## config.mk

```make
export PLATFORM = sky130hd
export DESIGN_NAME = crc_check
export DESIGN_NICKNAME = d
export VERILOG_FILES = /design/src/rtl/crc_pkg.sv /design/src/rtl/crc_lfsr.sv /design/src/rtl/crc_check.sv
export SDC_FILE = /design/constraint.sdc
export NUM_CORES = 1
export LEC_CHECK = 0
export CORE_ASPECT_RATIO = 0.6
export CORE_MARGIN = 8
export CORE_UTILIZATION = 40
export DETAILED_ROUTE_END_ITERATION = 10
export DONT_BUFFER_PORTS = 1
export GPL_ROUTABILITY_DRIVEN = 0
export PLACE_DENSITY = 0.57
export SLEW_MARGIN = 5
export SYNTH_ARGS = -nofsm -noshare
export SYNTH_HDL_FRONTEND = slang
export SYNTH_HIERARCHICAL = 1
export SYNTH_SLANG_ARGS = --single-unit
```

## constraint.sdc

```tcl
create_clock -name clk -period 2.5 [get_ports clk]
set_input_delay 0.5 -clock clk [delete_from_list [all_inputs] [get_ports clk]]
set_output_delay 0.5 -clock clk [all_outputs]
set_load 0.005 [all_outputs]
```

## src/rtl/crc_pkg.sv

```systemverilog
// Shared state encoding and CRC constants for the receive-path CRC checker.
package crc_pkg;

    typedef enum logic [1:0] {IDLE, RECV, CHECK} state_t;

    localparam logic [4:0]  CRC5_POLY   = 5'b00101;
    localparam logic [15:0] CRC16_POLY  = 16'h8005;
    localparam logic [4:0]  CRC5_RESID  = 5'b01100;
    localparam logic [15:0] CRC16_RESID = 16'h800D;
    localparam int          CRC5_LEN    = 5;
    localparam int          CRC16_LEN   = 16;

endpackage

```

## src/rtl/crc_lfsr.sv

```systemverilog
// Serial CRC LFSR, MSB is the highest-order term; data enters at the top.
module crc_lfsr #(
    parameter int                 WIDTH = 5,
    parameter logic [WIDTH-1:0]   POLY  = '0
) (
    input  logic             clk,
    input  logic             rst_L,
    input  logic             init,
    input  logic             shift,
    input  logic             inb,
    output logic [WIDTH-1:0] Q
);

    logic fb;

    assign fb = inb ^ Q[WIDTH-1];

    always_ff @(posedge clk or negedge rst_L) begin
        if (!rst_L) begin
            Q <= '1;
        end else if (init) begin
            Q <= '1;
        end else if (shift) begin
            Q <= {Q[WIDTH-2:0], 1'b0} ^ (fb ? POLY : '0);
        end
    end

endmodule

```

## src/rtl/crc_check.sv

```systemverilog
// Receive-side CRC5/CRC16 residual checker between bit unstuffer and deserializer.
// Define CRC_STRIP_EN to drop the CRC field from the outb stream.
module crc_check
    import crc_pkg::*;
#(
    parameter int MAXCRC = 16
) (
    input  logic clk,
    input  logic rst_L,
    input  logic clear,
    input  logic start,
    input  logic pkttype,
    input  logic recving,
    input  logic pause_in,
    input  logic inb,
    output logic outb,
    output logic out_valid,
    output logic done,
    output logic crc_ok,
    output logic crc_err,
    output logic len_err
);

    state_t      state_q, state_d;
    logic        crctype_q, crctype_d;
    logic [4:0]  cnt_q, cnt_d;
    logic        ok_q, ok_d;
    logic        err_q, err_d;
    logic        len_q, len_d;
    logic [4:0]  lfsr5_q;
    logic [15:0] lfsr16_q;
    logic        take;
    logic        lfsr_init;
    logic [4:0]  crc_len;
    logic        short_pkt;
    logic        resid_ok;

    if (MAXCRC < CRC16_LEN) begin : g_bad_depth
        $error("crc_check: MAXCRC must be at least 16");
    end

    // A bit is taken in RECV, or in the IDLE cycle that opens the packet.
    assign take      = ~clear & recving & ~pause_in &
                       ((state_q == RECV) | ((state_q == IDLE) & ~start));
    assign lfsr_init = clear | ((state_q == IDLE) & start);
    assign crc_len   = crctype_q ? 5'(CRC16_LEN) : 5'(CRC5_LEN);
    assign short_pkt = cnt_q < crc_len;
    assign resid_ok  = crctype_q ? (lfsr16_q == CRC16_RESID) : (lfsr5_q == CRC5_RESID);

    crc_lfsr #(.WIDTH(5), .POLY(CRC5_POLY)) u_lfsr5 (
        .clk   (clk),
        .rst_L (rst_L),
        .init  (lfsr_init),
        .shift (take),
        .inb   (inb),
        .Q     (lfsr5_q)
    );

    crc_lfsr #(.WIDTH(16), .POLY(CRC16_POLY)) u_lfsr16 (
        .clk   (clk),
        .rst_L (rst_L),
        .init  (lfsr_init),
        .shift (take),
        .inb   (inb),
        .Q     (lfsr16_q)
    );

    always_comb begin
        state_d   = state_q;
        crctype_d = crctype_q;
        cnt_d     = cnt_q;
        ok_d      = ok_q;
        err_d     = err_q;
        len_d     = len_q;
        if (clear) begin
            state_d = IDLE;
            cnt_d   = '0;
            ok_d    = 1'b0;
            err_d   = 1'b0;
            len_d   = 1'b0;
        end else begin
            case (state_q)
                IDLE: begin
                    if (start) begin
                        crctype_d = pkttype;
                        cnt_d     = '0;
                        ok_d      = 1'b0;
                        err_d     = 1'b0;
                        len_d     = 1'b0;
                    end else if (recving) begin
                        state_d = RECV;
                    end
                end
                RECV: begin
                    // Result is registered on the way into CHECK so it lines up with done.
                    if (!recving) begin
                        state_d = CHECK;
                        len_d   = short_pkt;
                        ok_d    = ~short_pkt & resid_ok;
                        err_d   = short_pkt | ~resid_ok;
                    end
                end
                CHECK:   state_d = IDLE;
                default: state_d = IDLE;
            endcase
            if (take && cnt_q != 5'd31) begin
                cnt_d = cnt_q + 5'd1;
            end
        end
    end

    always_ff @(posedge clk or negedge rst_L) begin
        if (!rst_L) begin
            state_q   <= IDLE;
            crctype_q <= 1'b0;
            cnt_q     <= '0;
            ok_q      <= 1'b0;
            err_q     <= 1'b0;
            len_q     <= 1'b0;
        end else begin
            state_q   <= state_d;
            crctype_q <= crctype_d;
            cnt_q     <= cnt_d;
            ok_q      <= ok_d;
            err_q     <= err_d;
            len_q     <= len_d;
        end
    end

    assign done    = (state_q == CHECK);
    assign crc_ok  = ok_q;
    assign crc_err = err_q;
    assign len_err = len_q;

`ifdef CRC_STRIP_EN
    logic [MAXCRC-1:0] dl_q;

    always_ff @(posedge clk or negedge rst_L) begin
        if (!rst_L) begin
            dl_q <= '0;
        end else if (clear || state_q == CHECK) begin
            dl_q <= '0;
        end else if (take) begin
            dl_q <= {dl_q[MAXCRC-2:0], inb};
        end
    end

    // The tap N-1 holds the bit that now has N newer bits behind it.
    assign outb      = crctype_q ? dl_q[CRC16_LEN-1] : dl_q[CRC5_LEN-1];
    assign out_valid = take & (cnt_q >= crc_len);
`else
    assign outb      = inb;
    assign out_valid = take;
`endif

endmodule

```

# After elaboration in Yosys (flattened, before gate mapping)
# Index checks and enable logic that the tools add are counted.
op_classes:
  add_sub_neg: 1
  order_cmp: 1
  eq_ne: 9
  n_mux: 27
  bitwise: 18
  n_reduce_logical: 10
ops:
  columns: ["operator", "n"]
  rows:
  - ["16-bit two-way mux", 3]
  - ["5-bit two-way mux", 7]
  - ["16-bit equality test (second input constant)", 1]
  - ["16-bit bitwise XOR", 1]
  - ["3-bit inequality test (second input constant)", 4]
  - ["3-bit AND reduction", 3]
  - ["3-bit nonzero test", 3]
  - ["1-bit two-way mux", 8]
  - ["2-bit two-way mux", 4]
  - ["1-bit bitwise AND", 6]
  - ["1-bit one-hot mux with 2 select lines", 3]
  - ["5-bit by 1-bit adder with 5-bit output (second input constant)", 1]
  - ["5-bit by 4-bit equality test with 1-bit output (second input constant)", 1]
  - ["5-bit less-than comparator", 1]
  - ["5-bit inequality test (second input constant)", 1]
  - ["1-bit inverter", 5]
  - ["5-bit bitwise XOR", 1]
  - ["2-bit one-hot mux with 2 select lines", 1]
  - ["3-bit two-way mux", 1]
  - ["1-bit OR", 3]
  - ["2-bit by 1-bit equality test with 1-bit output (second input constant)", 1]
  - ["2-bit equality test (second input constant)", 1]
  - ["2-bit zero test", 1]
  - ["2-bit AND reduction", 1]
  - ["other kinds (3)", 4]
totals:
  register_bits: 32
  in_bits: 8
  out_inout_bits: 6
  elab_cells: 74

# Depth between registers and ports, before layout
logic_depth:
  ltp_word: 7
  mapped_depth: 7
  ltp_nobuf: 7

# Hierarchy
# The synthesis kept the hierarchy.
modules_own_cells:
  columns: ["module", "n_inst", "cells_per_inst", "area_per_inst_um2", "seq_area_each_um2"]
  rows:
  - ["crc_lfsr at u_lfsr16", 1, 56, 726.9, 420.4]
  - ["crc_check", 1, 62, 651.9, 275.3]
  - ["crc_lfsr at u_lfsr5", 1, 18, 246.5, 131.4]

# Worst setup path after synthesis
# No wires, ideal clock.
synth_timing:
  path_type: "input port to flip-flop"
  from: "input clear"
  to: "register u_lfsr16.Q[15]"
  setup_time_ns: 0.088
  arrival_time_ns: 1.711
  t_required_ns: 2.412
  setup_slack_ns: 0.701
  path_stages: 6
  n_path_buf: 0
  path_cell_list: "nor2_2 and3_1 nor2b_1 inv_2 o21ai_1 or3b_1"
synth_via:
  elab_chain_cells: 5
  elab_cells_between_ends: 7
  cone_classes: "mux: 1; bitwise: 5; reduce/logical: 1"
synth_lines:
  columns: ["item", "line", "source"]
  rows:
  - ["from (decl)", "crc_check.sv:10", "input logic clear,"]
  - ["1-bit inverter (no line)", null, null]
  - ["1-bit bitwise AND (3 in series)", "crc_check.sv:43", "assign take = ~clear & recving & ~pause_in &"]
  - ["named net out_valid", "crc_check.sv:17", "output logic out_valid,"]
  - ["2-bit nonzero test (no line)", null, null]
  - ["to (signal assigned)", "crc_lfsr.sv:24", "Q <= {Q[WIDTH-2:0], 1'b0} ^ (fb ? POLY : '0);"]
  - ["to (decl)", "crc_lfsr.sv:11", "output logic [WIDTH-1:0] Q"]
# The timed path passes the listed nets, and every way through them passes these cells.
# A chain may end at the register's enable or synchronous reset.

# Final worst setup path
layout_timing:
  from: "register state_q[1]"
  to: "output out_valid"
layout_via:
  elab_chain_cells: 4
  elab_cells_between_ends: 5
  cone_classes: "eq/ne: 1; bitwise: 3; reduce/logical: 1"
layout_lines:
  columns: ["item", "line", "source"]
  rows:
  - ["from (decl)", "crc_check.sv:24", "state_t state_q, state_d;"]
  - ["from (signal assigned)", "crc_check.sv:121", "state_q <= state_d;"]
  - ["2-bit zero test", "crc_check.sv:44", "((state_q == RECV) | ((state_q == IDLE) & ~start));"]
  - ["1-bit bitwise AND", "crc_check.sv:44", null]
  - ["1-bit OR (*)", "crc_check.sv:44", null]
  - ["1-bit bitwise AND (*)", "crc_check.sv:43", null]
  - ["to (decl)", "crc_check.sv:17", null]
# Mark *: on every way between the ends. The rest lies on a longest branch, timed or not.

==> results.cfg <==
[hold_path]
hold_path_class = in -> async

[finish]
area_delta_synth_final_pct = 10.9
diodes = 0
fill_cells = 373
ff_latch_area_sq_um = 827
drive_gt1_frac = 0.347
final_nets = 155
multiInputGateArea_sq_um = 757

[timing]
rsz0062_at_grt = false
maxSlewViolCount = 0
fin_tns_setup_ps = 0
fmax_mhz = 462
whs_ps = 60.3
fin_skew_ps = 4.97
layout_min_cycle_time_ps = 2170
setup-violations-final = 0
slew_headroom = 0.622
hold_viol_final = 0
min_period_over_period = 0.866
worst_slew_pin_slew_ps = 566

[die]
die_h_um = 65.4
num_io_pins = 14
rows = 18
start_util = 0.405
die_area_sq_mm = 0.00643
die_w_um = 98.3
core_sq_mm = 0.00401

[yosys]
synth_top_area_frac = 0.339
synthArstFlopShare = 1.00
yosysTopAreaCell = dfstp_2
syn_nets = 148
syn_avg_cell_area_sq_um = 12.0
ys_ff_latch = 32
synth_edf_count = 0
ys_types = 45
synthFlopType = dfstp_2
ys.warnings.count = 6
synthTopCellsByCount = 21 x dfstp_2, 18 x a211o_1, 12 x nor2b_1, 11 x dfrtp_1, 7 x nor3_1
netlist_instances = 136
ys_seq_area_frac = 0.509
synth_area_sq_mm = 0.00163
synthMostInstantiatedCell = dfstp_2
ys_top_cells_by_area = dfstp_2 34%, dfrtp_1 17%, a211o_1 9.7%

[clock_network]
clk_path_buf_depth = 2
insertion_delay_ps = 280
cts_tree = done
postCtsSetupRepairBufs = 0
cts_made_buffers = 5
cts.sinks = 32
root_buffer = clkbuf_8
cts-htree-levels = 2
clk_pin_slew_worst_paths_ps = 70
ctsHoldBuffers = 1
post_cts_resized = 0

[setup_path]
cp_max_fo = 10
critPathBufInv = 1
arrival_ps = 1670
reg2reg_slack_ps = 520
max_stage_delay_ps = 470
r2r-end = u_lfsr16/Q[1]
worstSetupPathType = reg -> out
worst_ep_required_time_ps = 2000
slowest_stage = dfrtp_1
reg2reg_from = state_q[1]
crit_path_end_kind = output pin
crit_chain = nor2_2 -> and3_1 -> nor2b_2 -> buf_4
crit_path_start_kind = register
critPathTopFamily = simple AND/OR/NAND/NOR gates
reg2reg_depth = 6

[global_route]
grt_pass1_wl_um = 5490
grt_max_degree = 23
antenna_found_initial = 0
overflow = 0
grt_usage = 0.109
grt_pass1_vias = 1092

[pwr]
ir_drop_mv = 0.230
p_leak_nw = 0.712
p_total_mw = 1.11
power-per-cell-area_mw_per_mm2 = 614

[drt]
via_per_inst = 5.53
wl_per_cell_um = 16.7
drt-initial-drc-count = 58
ant_nets = 0
drc_errors = 0
firstDrtPassIters = 4
num_vias = 1072
wl_um = 3240

[placement]
hpwl_um = 2340
io_buffers = 0

[status]
status = complete, no violations

[flow_run]
max_cap_viol_count = 0
-- report_power, final --
group | internal (mW) | switching, mW | leakage [nW]
combinational | 0.0342 | 0.0440 | 0.285
sequential | 0.537 | 0.0121 | 0.371
clock | 0.295 | 0.184 | 0.0552
-- cells by family (layout without fill, tap and decap cells) --
kind of cell,count (synthesis),after routing,synth area share
and+or+nand+nor,52,52,0.214
AOI/OAI and AO/OA,35,35,0.176
muxes,1,1,0.00693
DFF,32,32,0.509
xor gates and xnor gates,5,5,0.0362
adders and majority gates,4,4,0.0308
buffers and inverters,7,15,0.0269
-- per-stage QoR --
stage | std cells | setup WS (ps) | utilization | area, sq um
after floorplan | 136 | 701 | - | 1630
after global placement | 185 | 592 | 0.420 | 1680
after detailed placement | 185 | 554 | 0.420 | 1680
after CTS | 194 | 342 | 0.449 | 1800
after global routing | 194 | 215 | 0.449 | 1800
final | 194 | 334 | 0.449 | 1800
-- final cells by class --
type,instances,area share
tap,50,0.0347
multi-input combinational,97,0.420
sequential,32,0.459
clock inverter,2,0.0194
clock buffer,6,0.0403
inverter,2,0.00417
timing repair buffer,5,0.0222
-- metal layers --
layer / GRT usage / share of wire
met1: 0.146 / 0.54
met2: 0.156 / 0.40
met3: 0.0369 / 0.045
met4: 0.0512 / 0.013
met5: 0 / 0
-- worst reg2reg max path, stage by stage, from the launching register on --
cell	delay (ps)
dfrtp_1	470
nor2_2	180
and3_1	180
nor2b_2	330
buf_4	260
and2b_2	230
a211o_1	260
-- cells in the final DEF (no fill, tap or decap), types with 4 or more instances in the layout --
| master | synthesis | layout |
|---|---|---|
| dfrtp_1 | 11 | 11 |
| ha_1 | 4 | 4 |
| nor2b_1 | 12 | 11 |
| a211o_1 | 18 | 18 |
| buf_4 | 2 | 4 |
| dfstp_2 | 21 | 21 |
| nor3_1 | 7 | 7 |
| clkbuf_8 | 0 | 5 |
| and2b_2 | 5 | 5 |
| and3_1 | 4 | 4 |
-- worst max path at each step --
stage	from	to	slack, ps	depth (start not counted)
detailed placement	state_q[1]	u_lfsr16/Q[1]	550	6
global route	state_q[1]	out_valid	220	4
floorplan	clear	u_lfsr16/Q[15]	700	6
CTS	state_q[1]	out_valid	340	4
global placement	cnt_q[0]	cnt_q[3]	590	7
finish	state_q[1]	out_valid	330	4
-- sequential cells by signal, indices dropped and copies added (netlist names) --
register    flops
crc_ok          1
crc_err         1
state_q         2
u_lfsr5/Q       5
u_lfsr16/Q     16
crctype_q       1
cnt_q           5
len_err         1
No activity file was read; power rests on OpenSTA's default activity.
